[src/rtl/crc_stream_engine.sv]
// Multi-byte-per-beat CRC engine: absorbs a keep-masked byte stream per frame and
// reports CRC, residue check and byte count through a held result handshake.
module crc_stream_engine #(
    parameter int          CRC_W   = 32,
    parameter logic [31:0] POLY    = 32'h04C11DB7,
    parameter logic [31:0] INIT    = 32'hFFFFFFFF,
    parameter logic [31:0] XOROUT  = 32'hFFFFFFFF,
    parameter bit          REFLECT = 1'b1,
    parameter logic [31:0] RESIDUE = 32'hDEBB20E3,
    parameter int          NBYTES  = 4,
    parameter int          LEN_W   = 16
) (
    input  logic                  clk,
    input  logic                  rst,
    input  logic                  mode_check,
    input  logic                  s_valid,
    output logic                  s_ready,
    input  logic [8*NBYTES-1:0]   s_data,
    input  logic [NBYTES-1:0]     s_keep,
    input  logic                  s_last,
    input  logic                  s_abort,
    output logic                  res_valid,
    input  logic                  res_ready,
    output logic [CRC_W-1:0]      crc_out,
    output logic                  crc_ok,
    output logic [LEN_W-1:0]      frame_len
);

    typedef enum logic [1:0] {
        ST_IDLE   = 2'd0,
        ST_ACTIVE = 2'd1,
        ST_DONE   = 2'd2
    } state_t;

    function automatic logic [CRC_W-1:0] bit_rev(input logic [CRC_W-1:0] x);
        logic [CRC_W-1:0] r;
        for (int i = 0; i < CRC_W; i++) begin
            r[i] = x[CRC_W-1-i];
        end
        return r;
    endfunction

    localparam logic [CRC_W-1:0] POLY_W    = POLY[CRC_W-1:0];
    localparam logic [CRC_W-1:0] POLY_R    = bit_rev(POLY[CRC_W-1:0]);
    localparam logic [CRC_W-1:0] INIT_W    = INIT[CRC_W-1:0];
    localparam logic [CRC_W-1:0] XOROUT_W  = XOROUT[CRC_W-1:0];
    localparam logic [CRC_W-1:0] RESIDUE_W = RESIDUE[CRC_W-1:0];
    localparam logic [CRC_W-1:0] CRC_ZERO  = {CRC_W{1'b0}};
    localparam logic [LEN_W-1:0] LEN_MAX   = {LEN_W{1'b1}};
    localparam logic [LEN_W-1:0] LEN_ZERO  = {LEN_W{1'b0}};

    // One byte through the bitwise LFSR; reflected mode shifts right with the mirrored polynomial.
    function automatic logic [CRC_W-1:0] crc_byte(input logic [CRC_W-1:0] crc_in,
                                                  input logic [7:0]       data);
        logic [CRC_W-1:0] c;
        logic             fb;
        c = crc_in;
        for (int i = 0; i < 8; i++) begin
            if (REFLECT) begin
                fb = c[0] ^ data[i];
                c  = {1'b0, c[CRC_W-1:1]} ^ (fb ? POLY_R : CRC_ZERO);
            end else begin
                fb = c[CRC_W-1] ^ data[7-i];
                c  = {c[CRC_W-2:0], 1'b0} ^ (fb ? POLY_W : CRC_ZERO);
            end
        end
        return c;
    endfunction

    state_t             state_q, state_d;
    logic [CRC_W-1:0]   crc_q, crc_d;
    logic [LEN_W-1:0]   cnt_q, cnt_d;
    logic               mode_q, mode_d;
    logic               res_valid_q, res_valid_d;
    logic [CRC_W-1:0]   crc_out_q, crc_out_d;
    logic               crc_ok_q, crc_ok_d;
    logic [LEN_W-1:0]   frame_len_q, frame_len_d;

    logic               accept_s;
    logic               mode_eff_s;
    logic [CRC_W-1:0]   crc_beat_s;
    logic [LEN_W-1:0]   len_beat_s;

    assign s_ready    = ~rst & (state_q != ST_DONE);
    assign accept_s   = s_valid & s_ready;
    assign mode_eff_s = (state_q == ST_IDLE) ? mode_check : mode_q;

    // Absorb every enabled lane of the current beat, lane 0 first; the count saturates.
    always_comb begin
        crc_beat_s = (state_q == ST_IDLE) ? INIT_W : crc_q;
        len_beat_s = (state_q == ST_IDLE) ? LEN_ZERO : cnt_q;
        for (int l = 0; l < NBYTES; l++) begin
            crc_beat_s = s_keep[l] ? crc_byte(crc_beat_s, s_data[8*l +: 8]) : crc_beat_s;
            len_beat_s = len_beat_s +
                         {{(LEN_W-1){1'b0}}, (s_keep[l] & (len_beat_s != LEN_MAX))};
        end
    end

    // Frame state machine: next state, running register and result capture.
    always_comb begin
        state_d     = state_q;
        crc_d       = crc_q;
        cnt_d       = cnt_q;
        mode_d      = mode_q;
        res_valid_d = res_valid_q;
        crc_out_d   = crc_out_q;
        crc_ok_d    = crc_ok_q;
        frame_len_d = frame_len_q;
        case (state_q)
            ST_IDLE, ST_ACTIVE: begin
                if (s_abort) begin
                    state_d = ST_IDLE;
                    crc_d   = INIT_W;
                    cnt_d   = LEN_ZERO;
                end else if (accept_s) begin
                    mode_d = mode_eff_s;
                    crc_d  = crc_beat_s;
                    cnt_d  = len_beat_s;
                    if (s_last) begin
                        state_d     = ST_DONE;
                        res_valid_d = 1'b1;
                        crc_out_d   = crc_beat_s ^ XOROUT_W;
                        crc_ok_d    = mode_eff_s & (crc_beat_s == RESIDUE_W);
                        frame_len_d = len_beat_s;
                    end else begin
                        state_d = ST_ACTIVE;
                    end
                end else begin
                    state_d = state_q;
                end
            end
            ST_DONE: begin
                // Result is held until consumed; the register reloads for the next frame.
                if (res_ready) begin
                    state_d     = ST_IDLE;
                    res_valid_d = 1'b0;
                    crc_d       = INIT_W;
                    cnt_d       = LEN_ZERO;
                end else begin
                    state_d = state_q;
                end
            end
            default: begin
                state_d     = ST_IDLE;
                res_valid_d = 1'b0;
                crc_d       = INIT_W;
                cnt_d       = LEN_ZERO;
            end
        endcase
    end

    // State and output registers with synchronous reset.
    always_ff @(posedge clk) begin
        if (rst) begin
            state_q     <= ST_IDLE;
            crc_q       <= INIT_W;
            cnt_q       <= LEN_ZERO;
            mode_q      <= 1'b0;
            res_valid_q <= 1'b0;
            crc_out_q   <= CRC_ZERO;
            crc_ok_q    <= 1'b0;
            frame_len_q <= LEN_ZERO;
        end else begin
            state_q     <= state_d;
            crc_q       <= crc_d;
            cnt_q       <= cnt_d;
            mode_q      <= mode_d;
            res_valid_q <= res_valid_d;
            crc_out_q   <= crc_out_d;
            crc_ok_q    <= crc_ok_d;
            frame_len_q <= frame_len_d;
        end
    end

    assign res_valid = res_valid_q;
    assign crc_out   = crc_out_q;
    assign crc_ok    = crc_ok_q;
    assign frame_len = frame_len_q;

endmodule

[config.mk]
export PLATFORM = sky130hd
export DESIGN_NAME = crc_stream_engine
export DESIGN_NICKNAME = d
export VERILOG_FILES = /design/src/rtl/crc_stream_engine.sv
export SDC_FILE = /design/constraint.sdc
export NUM_CORES = 1
export LEC_CHECK = 0
export BUFFER_PORTS_ARGS = -buffer_cell sky130_fd_sc_hd__buf_2
export CAP_MARGIN = 20
export CORE_MARGIN = 1.5
export CORE_UTILIZATION = 60
export CTS_BUF_LIST = sky130_fd_sc_hd__clkbuf_16
export DETAILED_ROUTE_END_ITERATION = 16
export GPL_TIMING_DRIVEN = 0
export PLACE_DENSITY = 0.84
export SLEW_MARGIN = 25
export SYNTH_ARGS = -nofsm -noshare
export SYNTH_HDL_FRONTEND = slang
export SYNTH_SLANG_ARGS = --single-unit
export TNS_END_PERCENT = 100
[constraint.sdc]
create_clock -name clk -period 19.05 [get_ports clk]
set_input_delay 1.905 -clock clk [delete_from_list [all_inputs] [get_ports clk]]
set_output_delay 1.905 -clock clk [all_outputs]
set_load 0.02 [all_outputs]
### After elaboration in Yosys (flattened, before gate mapping)

Index checks and enable logic that the tools add are counted.

| cells by class | value |
|---|---|
| add/sub/neg operators | 4 |
| multiply operators | 0 |
| div/mod/pow operators | 0 |
| $lt $le $gt $ge | 0 |
| equal/unequal tests | 13 |
| shifts and indexed selects | 0 |
| mux-type cells | 57 |
| bitwise operators | 74 |
| reductions and logical operators | 6 |

Operators by type and width:

| operator | number |
|---|---|
| 32-bit 2-to-1 mux | 40 |
| 31-bit by 32-bit XOR with 32-bit output | 32 |
| 16-bit by 1-bit adder with 16-bit output | 4 |
| 16-bit 2-to-1 mux | 4 |
| 16-bit inequality test, second input constant | 4 |
| 32-bit case mux with 2 select lines | 1 |
| 32-bit == test, second input constant | 1 |
| 32-bit inverter | 1 |
| 16-bit case mux with 2 select lines | 1 |
| 1-bit XOR | 32 |
| 2-bit inequality test, second input constant | 5 |
| 2-bit 2-to-1 mux | 4 |
| 4-bit AND reduction | 2 |
| 1-bit bitwise AND | 7 |
| 1-bit 2-to-1 mux | 5 |
| 2-bit case mux with 2 select lines | 1 |
| 3-bit inequality test, second input constant | 1 |
| 3-bit AND reduction | 1 |
| 2-bit by 1-bit == test with 1-bit output, second input constant | 1 |
| 2-bit == test, second input constant | 1 |
| 2-bit zero test | 1 |
| 1-bit inverter | 2 |
| 1-bit case mux with 2 select lines | 1 |
| 2-bit AND reduction | 1 |
| 2-bit OR reduction | 1 |

| word-level totals | value |
|---|---|
| register bits after elaboration | 101 |
| bits in latches | 0 |
| memory bits (writable) | 0 |
| bits in read-only memories | 0 |
| input port bits | 43 |
| logic and storage cells | 162 |
| memories | 0 |

### Logic depth before layout (Yosys ltp)

Gate-level depths: netlist (run 1).

| logic depth | value |
|---|---|
| word-level depth | 105 |
| depth in mapped cells | 56 |
| gate-level depth less buffers | 52 |

### Least setup slack after synthesis (run 1)

No wires, ideal clock.

| path | value |
|---|---|
| kind | input to register |
| start point | input s_keep[0] |
| end point | register cnt_q[13] |
| library setup time | 0.115 ns |
| arrival time | 9.659 ns |
| required time | 18.935 ns |
| slack | 9.276 ns |
| stages on the path | 48 |
| path buffers | 4 |
| cell sequence | clkbuf_1 > inv_1 > clkbuf_1 > nor2_1 > ha_1 > ha_1 > nand4_1 > nor2_1 > nand2_1 > xor2_1 > nor2_1 > nand4_1 > nor2_1 > nand2_1 > inv_1 > nand3_1 > nor2_1 > nor2_1 > [12 not listed] > nand2_1 > a21oi_1 > a31oi_1 > o2bb2ai_1 > nand3_1 > o21bai_1 > o31a_1 > ha_1 > and3_1 > nand2_1 > nor2_1 > nand3_1 > or2_2 > o22a_1 > nor2_1 > xor2_1 > o21ai_0 > and2_1 |

| on the way | value |
|---|---|
| cells in the longest elaborated chain, start to end | 14 |

Ends and longest elaborated chain:

| what | line | source |
|---|---|---|
| from (decl) | 19 | `input logic [NBYTES-1:0] s_keep,` |
| 1-bit bitwise AND * | 95 | `{{(LEN_W-1){1'b0}}, (s_keep[l] & (len_beat_s != LEN_MAX))};` |
| 16-bit by 1-bit adder with 16-bit output * | 94 | `len_beat_s = len_beat_s +` |
| 16-bit inequality test | 95 |  |
| 1-bit bitwise AND | 95 |  |
| 16-bit by 1-bit adder with 16-bit output * | 94 |  |
| 16-bit inequality test | 95 |  |
| 1-bit bitwise AND | 95 |  |
| 16-bit by 1-bit adder with 16-bit output * | 94 |  |
| 16-bit inequality test | 95 |  |
| 1-bit bitwise AND | 95 |  |
| 16-bit by 1-bit adder with 16-bit output * | 94 |  |
| 16-bit 2-to-1 mux * | 115 | `end else if (accept_s) begin` |
| 16-bit 2-to-1 mux * | 111 | `if (s_abort) begin` |
| 16-bit case mux with 2 select lines * | 109 | `case (state_q)` |
| to (signal assigned) | 166 | `cnt_q <= cnt_d;` |
| to (decl) | 72 | `logic [LEN_W-1:0] cnt_q, cnt_d;` |

Mark *: on every way between the ends. The rest lies on a longest branch, timed or not. The select of a mux whose other input is x is not followed.
A chain may end at the register's enable or synchronous reset.

### Worst setup path after layout (run 1)

| path | value |
|---|---|
| start point | input s_keep[0] |
| end point | register frame_len_q[9], in the netlist frame_len[9] |

| on the way | value |
|---|---|
| cells in the longest elaborated chain, start to end | 11 |

Ends and longest elaborated chain:

| what | line | source |
|---|---|---|
| 1-bit bitwise AND * | 95 |  |
| 16-bit by 1-bit adder with 16-bit output * | 94 |  |
| 16-bit inequality test | 95 |  |
| 1-bit bitwise AND | 95 |  |
| 16-bit by 1-bit adder with 16-bit output * | 94 |  |
| 16-bit inequality test | 95 |  |
| 1-bit bitwise AND | 95 |  |
| 16-bit by 1-bit adder with 16-bit output * | 94 |  |
| 16-bit inequality test | 95 |  |
| 1-bit bitwise AND | 95 |  |
| 16-bit by 1-bit adder with 16-bit output * | 94 |  |
| to (signal assigned) | 171 | `frame_len_q <= frame_len_d;` |
| to (decl) | 77 | `logic [LEN_W-1:0] frame_len_q, frame_len_d;` |

Mark *: on every way between the ends. The rest lies on a longest branch, timed or not.

==> qor.yml, run 1 <==
status:
  status: "completed"
worst_setup_path:
  worstPathMaxFanout: 10
  ff2ff_setup_slack_ns: 8.03
  crit_path_end: "frame_len[9]$_SDFFE_PP0P_"
  critical-path-top-delay-family: "simple AND/OR/NAND/NOR gates"
  end_kind: "flip-flop"
  startpoint_type: "input port"
  cpMostUsedCell: "nor2_1"
  r2r_cells: 51
  slowest_delay_ns: 0.51
  r2r_end: "frame_len[9]$_SDFFE_PP0P_"
  crit_arrival_ns: 11.77
  timing.critical_path.buf_inv: 6
  r2r_start: "state_q[1]$_SDFFE_PP0P_"
  cp.depth: 49
  path_class: "input port to flip-flop"
  startpoint: "s_keep[0]"
  crit_path_top_delay_cell: "or3_1"
  worstPathRequired_ns: 19.27
synthesis:
  yosys.area.top_type: "dfxtp_1"
  ys_seq_area_share_pct: 17.71
  syn_inst: 1448
  ys_ff_latch: 101
  synth_area_mm2: 0.01142
  async_reset_ff_share_pct: 0
  ys_warn_count: 0
  synth_top_area_share_pct: 17.71
  synth_area_leaders: "dfxtp_1 18%, xnor2_1 15%, xor2_1 7.1%"
  ys.flop_type: "dfxtp_1"
  synth.most_common_cell: "xnor2_1"
  synth_edf_count: 0
  synth.distinct_cells: 87
  synth_nets: 1500
  ys_top_cells_by_count: "190 x xnor2_1, 170 x nor2_1, 121 x nand2_1, 101 x dfxtp_1, 93 x a21oi_1"
  avgSynthCellArea_um2: 7.887
routing:
  vias: 11480
  avgRoutedWirePerCell_um: 21.18
  avgViaCountPerCell: 6.445
  firstDrtPassIters: 7
  post-route-drc-count: 0
  postRouteAntennaNets: 0
  wl_mm: 37.72
  dr.first_iter.drc_count: 1185
floorplan:
  start_util_pct: 61.05
  die_x_um: 141.0
  num_rows: 50
  die_h_um: 141.0
  fp.dieArea_mm2: 0.01987
  fp.coreArea_mm2: 0.01871
  num_io_pins: 94
power:
  leakagePower_nw: 4.668
  irDropWorstVdd_mv: 0.09186
  powerDensity_mw_per_mm2: 137.2
clock_network:
  cts_setup_buffers: 0
  cts_resized: 0
  worstSkewPairLatency_ns: 0.35
  root_buffer: "clkbuf_16"
  clock-sinks: 101
  htreeDepth: 3
  cts_tree: "yes"
  ctsHoldBuffers: 0
  clk_path_buf_depth: 2
  clkTransAtPathRegs_ns: 0.07
  numCtsBuffers: 9
timing:
  rsz0062_at_grt: "no"
  max-slew-margin-rel_pct: 33.39
  finalHoldViolCount: 0
  fin_skew_ns: 0.007794
  tightest_slew_ns: 0.9920
  drv_slew: 0
  period_minus_slack_ns: 11.56
  setup_tns_ns: 0
  setup_viol_count_final: 0
  worst_slack_ns: 7.492
  fmax_mhz: 86.52
  fin_crit_sh_pct: 60.67
job:
  maxCapViolCount: 0
place:
  port_buffers: 83
  gp_congestion: 1.011
  hpwl_mm: 30.03
  placed_cell_area_mm2: 0.01213
  dp_slack_ns: 7.337
  dp_cells: 1765
grt:
  grt_use_total_pct: 37.49
  grt_first_pass_wirelength_mm: 57.95
  first_global_vias: 10440
  grt_max_degree: 17
  antenna_found_initial: 0
  grt_overflow: 0
cells_and_area:
  final_nets: 1594
  num-fill-cells: 1650
  stdcell_count: 1781
  diodes: 0
  final_area_mm2: 0.01247
  drive_gt1_share_pct: 12.41
  area_growth_pct: 9.171
  utilization_pct: 66.65
hold_path:
  holdPathStages: 2
  hold_path.class: "flip-flop to flip-flop"
==> metrics by stage <==
stage,total power (W),hold WS [ns]
final,0.001710,0.4591
after global routing,0.001773,0.4755
after CTS,0.001669,0.4579
after detailed placement,0.001460,0.4484
after global placement,0.001443,0.4448
after floorplan,0.001166,0.4541
==> logic make-up after synthesis <==
logic type	share of synthesized area, %
AOI/OAI and AO/OA	20.13
and+or+nand+nor	20.81
DFF	17.71
xor gates and xnor gates	30.88
adders and majority gates	0.9861
muxes	4.865
buffers and inverters	4.634
==> where the power goes <==
group	internal (W)	total, W	switching (W)
Sequential	0.000226	0.000243	0.0000166
Clock	0.000128	0.000209	0.0000806
Combinational	0.000526	0.00126	0.000733
==> worst register-to-register path: cells and delay by family (launching register included) <==
family                   cells  cell delay (ns)
flip-flops                   1             0.43
AND/OR/NAND/NOR             24             4.73
AO/OA/AOI/OAI               11             1.92
buffers and inverters        7             1.69
XOR/XNOR                     2             0.55
adder cells (fa/ha/maj)      7             1.58
==> registers in the layout (all words and copies together), names as in the netlist <==
| signal | count |
|---|---|
| crc_out | 32 |
| crc_q | 32 |
| cnt_q | 16 |
| frame_len | 16 |
| state_q | 2 |
| crc_ok | 1 |
| mode_q | 1 |
| res_valid | 1 |
==> routing by layer <==
metal | track usage (%) | share of wire, %
met1 | 49.14 | 39
met2 | 62.77 | 46
met3 | 5.639 | 10
met4 | 13.43 | 4.4
met5 | 0 | 0
==> cell type report <==
| class | instances | area [um2] | area share [%] |
|---|---|---|---|
| Clock inverter | 7 | 113.9 | 0.9133 |
| Sequential cell | 101 | 2022 | 16.22 |
| Multi-Input combinational cell | 1229 | 8869 | 71.14 |
| Clock buffer | 9 | 225.2 | 1.806 |
| Timing Repair Buffer | 83 | 415.4 | 3.332 |
| Buffer | 99 | 457.9 | 3.673 |
| Tap cell | 234 | 292.8 | 2.348 |
| Inverter | 19 | 71.32 | 0.5721 |
==> placed cells by master (no fill, tap or decap), drive strengths merged, types with 9 or more instances in the layout <==
cell type | Yosys | final
a211o | 9 | 9
a211oi | 33 | 33
a21o | 9 | 9
a21oi | 95 | 95
a31oi | 24 | 24
and2 | 22 | 22
and3 | 13 | 13
buf | 37 | 120
clkbuf | 62 | 71
dfxtp | 101 | 101
ha | 9 | 9
inv | 18 | 21
mux2 | 9 | 9
mux2i | 40 | 40
nand2 | 121 | 121
nand2b | 9 | 9
nand3 | 29 | 29
nand4 | 16 | 16
nor2 | 170 | 170
nor3 | 45 | 45
o211ai | 18 | 18
o21ai | 62 | 62
o22ai | 32 | 32
or2 | 9 | 9
or3 | 25 | 25
xnor2 | 199 | 199
xnor3 | 26 | 26
xor2 | 101 | 101
==> how the worst min path moves through the flow <==
stage,start,endpoint,slack [ns]
floorplan,mode_q$_SDFFE_PP0P_,mode_q$_SDFFE_PP0P_,0.45
global placement,crc_out[18]$_SDFFE_PP0P_,crc_out[18]$_SDFFE_PP0P_,0.44
detailed placement,frame_len[1]$_SDFFE_PP0P_,frame_len[1]$_SDFFE_PP0P_,0.45
CTS,frame_len[1]$_SDFFE_PP0P_,frame_len[1]$_SDFFE_PP0P_,0.46
global route,frame_len[11]$_SDFFE_PP0P_,frame_len[11]$_SDFFE_PP0P_,0.48
finish,frame_len[1]$_SDFFE_PP0P_,frame_len[1]$_SDFFE_PP0P_,0.46
Power figures use the tool's default switching activity.
==> run 2, diff against run 1 <==
Settings changed: ABC_AREA set to 1, PLACE_DENSITY 0.84 to 0.83.
Clock period 19.05 ns to 12 ns, I/O delays scaled along.
==> qor.yml, run 2 <==
synthesis:
  synth-xor-area-share_pct: 5.589
  synth_nets: 2516
  synth-compound-area-share_pct: 8.517
  ys_seq_area_share_pct: 14.93
  avgSynthCellArea_um2: 5.497
  async_reset_ff_share_pct: 0
  synth_top_area_share_pct: 27.63
  synth_area_leaders: "nand2_1 28%, dfxtp_1 15%, nand3_1 14%"
  synth.distinct_cells: 56
  synth_edf_count: 0
  syn_inst: 2464
  synthSimpleGateAreaFrac_pct: 59.60
  ys.flop_type: "dfxtp_1"
  ys_top_cells_by_count: "997 x nand2_1, 379 x nand3_1, 211 x inv_1, 120 x nor2_1, 101 x dfxtp_1"
  yosys.area_share.adder_pct: 0.8314
  yosys.area.top_type: "nand2_1"
  synth.most_common_cell: "nand2_1"
  synth_mux_area_share_pct: 0.07390
  synth_top_family_by_area: "simple AND/OR/NAND/NOR gates"
  synth_area_mm2: 0.01354
  ys_ff_latch: 101
  ys_warn_count: 0
clock_network:
  cts_tree: "yes"
  clock-sinks: 101
  cts_resized: 0
  worstSkewPairLatency_ns: 0.35
  cts_setup_buffers: 0
  root_buffer: "clkbuf_16"
  numCtsBuffers: 9
  clkTransAtPathRegs_ns: 0.07
  ctsHoldBuffers: 0
  clk_path_buf_depth: 2
  htreeDepth: 3
grt:
  grt_use_total_pct: 45.00
  grt_max_degree: 18
  grt_overflow: 0
  antenna_found_initial: 0
  grt_first_pass_wirelength_mm: 82.90
  first_global_vias: 15430
cells_and_area:
  num-fill-cells: 2105
  multi_input_area_mm2: 0.01011
  diodes: 0
  drive_gt1_share_pct: 15.29
  seq_area_mm2: 0.002022
  area_growth_pct: 7.954
  layout_common_cells: "997 x nand2_1, 379 x nand3_1, 212 x inv_1"
  final_nets: 2617
  final_common_cell: "nand2_1"
timing:
  drv_slew: 0
  fmax_mhz: 99.38
  period_minus_slack_ns: 10.06
  fin_crit_sh_pct: 83.86
  setup_tns_ns: 0
  rsz0062_at_grt: "no"
  max-slew-margin-rel_pct: 43.46
  finalHoldViolCount: 0
  worst_slack_ns: 1.937
  setup_viol_count_final: 0
  holdWs_ns: 0.4699
  fin_skew_ns: 0.009746
  tightest_slew_ns: 0.8393
routing:
  wl_mm: 54.09
  avgRoutedWirePerCell_um: 18.98
  firstDrtPassIters: 17
  post-route-drc-count: 2
  postRouteAntennaNets: 0
  dr.first_iter.drc_count: 2245
  vias: 17250
  avgViaCountPerCell: 6.053
power:
  totalPowerFinal_w: 0.001685
  irDropWorstVdd_mv: 0.09247
  leakagePower_nw: 7.704
  powerDensity_mw_per_mm2: 115.2
worst_setup_path:
  slowest_delay_ns: 0.36
  path_class: "input port to flip-flop"
  startpoint_type: "input port"
  worstPathRequired_ns: 12.24
  crit_path_top_delay_cell: "nor3b_1"
  worstPathMaxFanout: 10
  end_kind: "flip-flop"
  cpMostUsedCell: "nor2_1"
  crit_arrival_ns: 10.30
floorplan:
  num_io_pins: 94
  fp.dieArea_mm2: 0.02348
  die_x_um: 153.2
  die_h_um: 153.2
  num_rows: 54
  start_util_pct: 61.68
  fp.coreArea_mm2: 0.02196
status:
  violations: "design-rule violations"
  status: "finished, violations left"
place:
  dp_slack_ns: 1.869
  port_buffers: 90
  gp_congestion: 1.069
  hpwl_mm: 43.66
job:
  maxCapViolCount: 0
hold_path:
  hold_path.class: "flip-flop to flip-flop"
run 2: changes by cell type after synthesis, moves of 32 or more:
cell	previous run	this run
nand2_1	121	997
nand3_1	29	379
inv_1	18	211
xnor2_1	190	19
nand2_2	0	75
nand3_2	0	59
nor2_1	170	120
inv_2	0	39
nor3_1	42	5
mux2i_1	36	1
xor2_1	92	60
run 2: path summary, 6_finish.rpt:
check	cells past startpoint	endpoint	slack (ns)	startpoint
max reg2reg	58	cnt_q[15]$_SDFFE_PP0P_	2.27	state_q[1]$_SDFFE_PP0P_
max	55	cnt_q[15]$_SDFFE_PP0P_	1.94	s_keep[0]
min reg2reg	2	cnt_q[7]$_SDFFE_PP0P_	0.47	cnt_q[7]$_SDFFE_PP0P_
min	2	cnt_q[7]$_SDFFE_PP0P_	0.47	cnt_q[7]$_SDFFE_PP0P_
run 2: cells by family after synthesis:
kind of cell               Yosys count
and+or+nand+nor                   1732
buffers and inverters              334
AOI/OAI and AO/OA                  204
DFF                                101
xor gates and xnor gates            83
adders and majority gates            9
muxes                                1
run 2: cell type report:
class | count | area share (%)
tap | 280 | 2.396
buffer | 80 | 3.149
multi-input combinational | 2029 | 69.12
sequential | 101 | 13.83
inverter | 254 | 6.538
clock inverter | 7 | 0.3508
clock buffer | 9 | 1.540
timing repair buffer | 90 | 3.081
run 2: worst max-delay path, delay by kind of cell:
family | cells | cell delay, ns
buffers and inverters | 13 | 1.76
AOI/OAI and AO/OA | 4 | 0.67
and+or+nand+nor | 27 | 4.05
xor gates and xnor gates | 4 | 1.05
adders and majority gates | 7 | 1.56
run 2: metal layers:
layer	share of wire [%]	GRT usage, %	vias to the layer above
li1	-	-	8067
met1	38	56.79	7745
met2	43	71.15	1179
met3	13	10.60	261
met4	6.3	23.67	0
met5	0	0	-
run 2: through the flow:
step           instances  area (um2)  utilization (%)
2_1_floorplan       2464       13540                -
3_3_place_gp        2834       14350            65.33
3_5_place_dp        2834       14350            65.33
4_1_cts             2850       14620            66.59
5_1_grt             2850       14620            66.59
6_report            2850       14620            66.59
run 2: report_power, final:
group	internal [W]	leakage [nW]	switching, W	total, W
clock	0.000141	0.125	0.000135	0.000276
combinational	0.000291	6.75	0.000749	0.00104
sequential	0.000354	0.825	0.0000148	0.000369
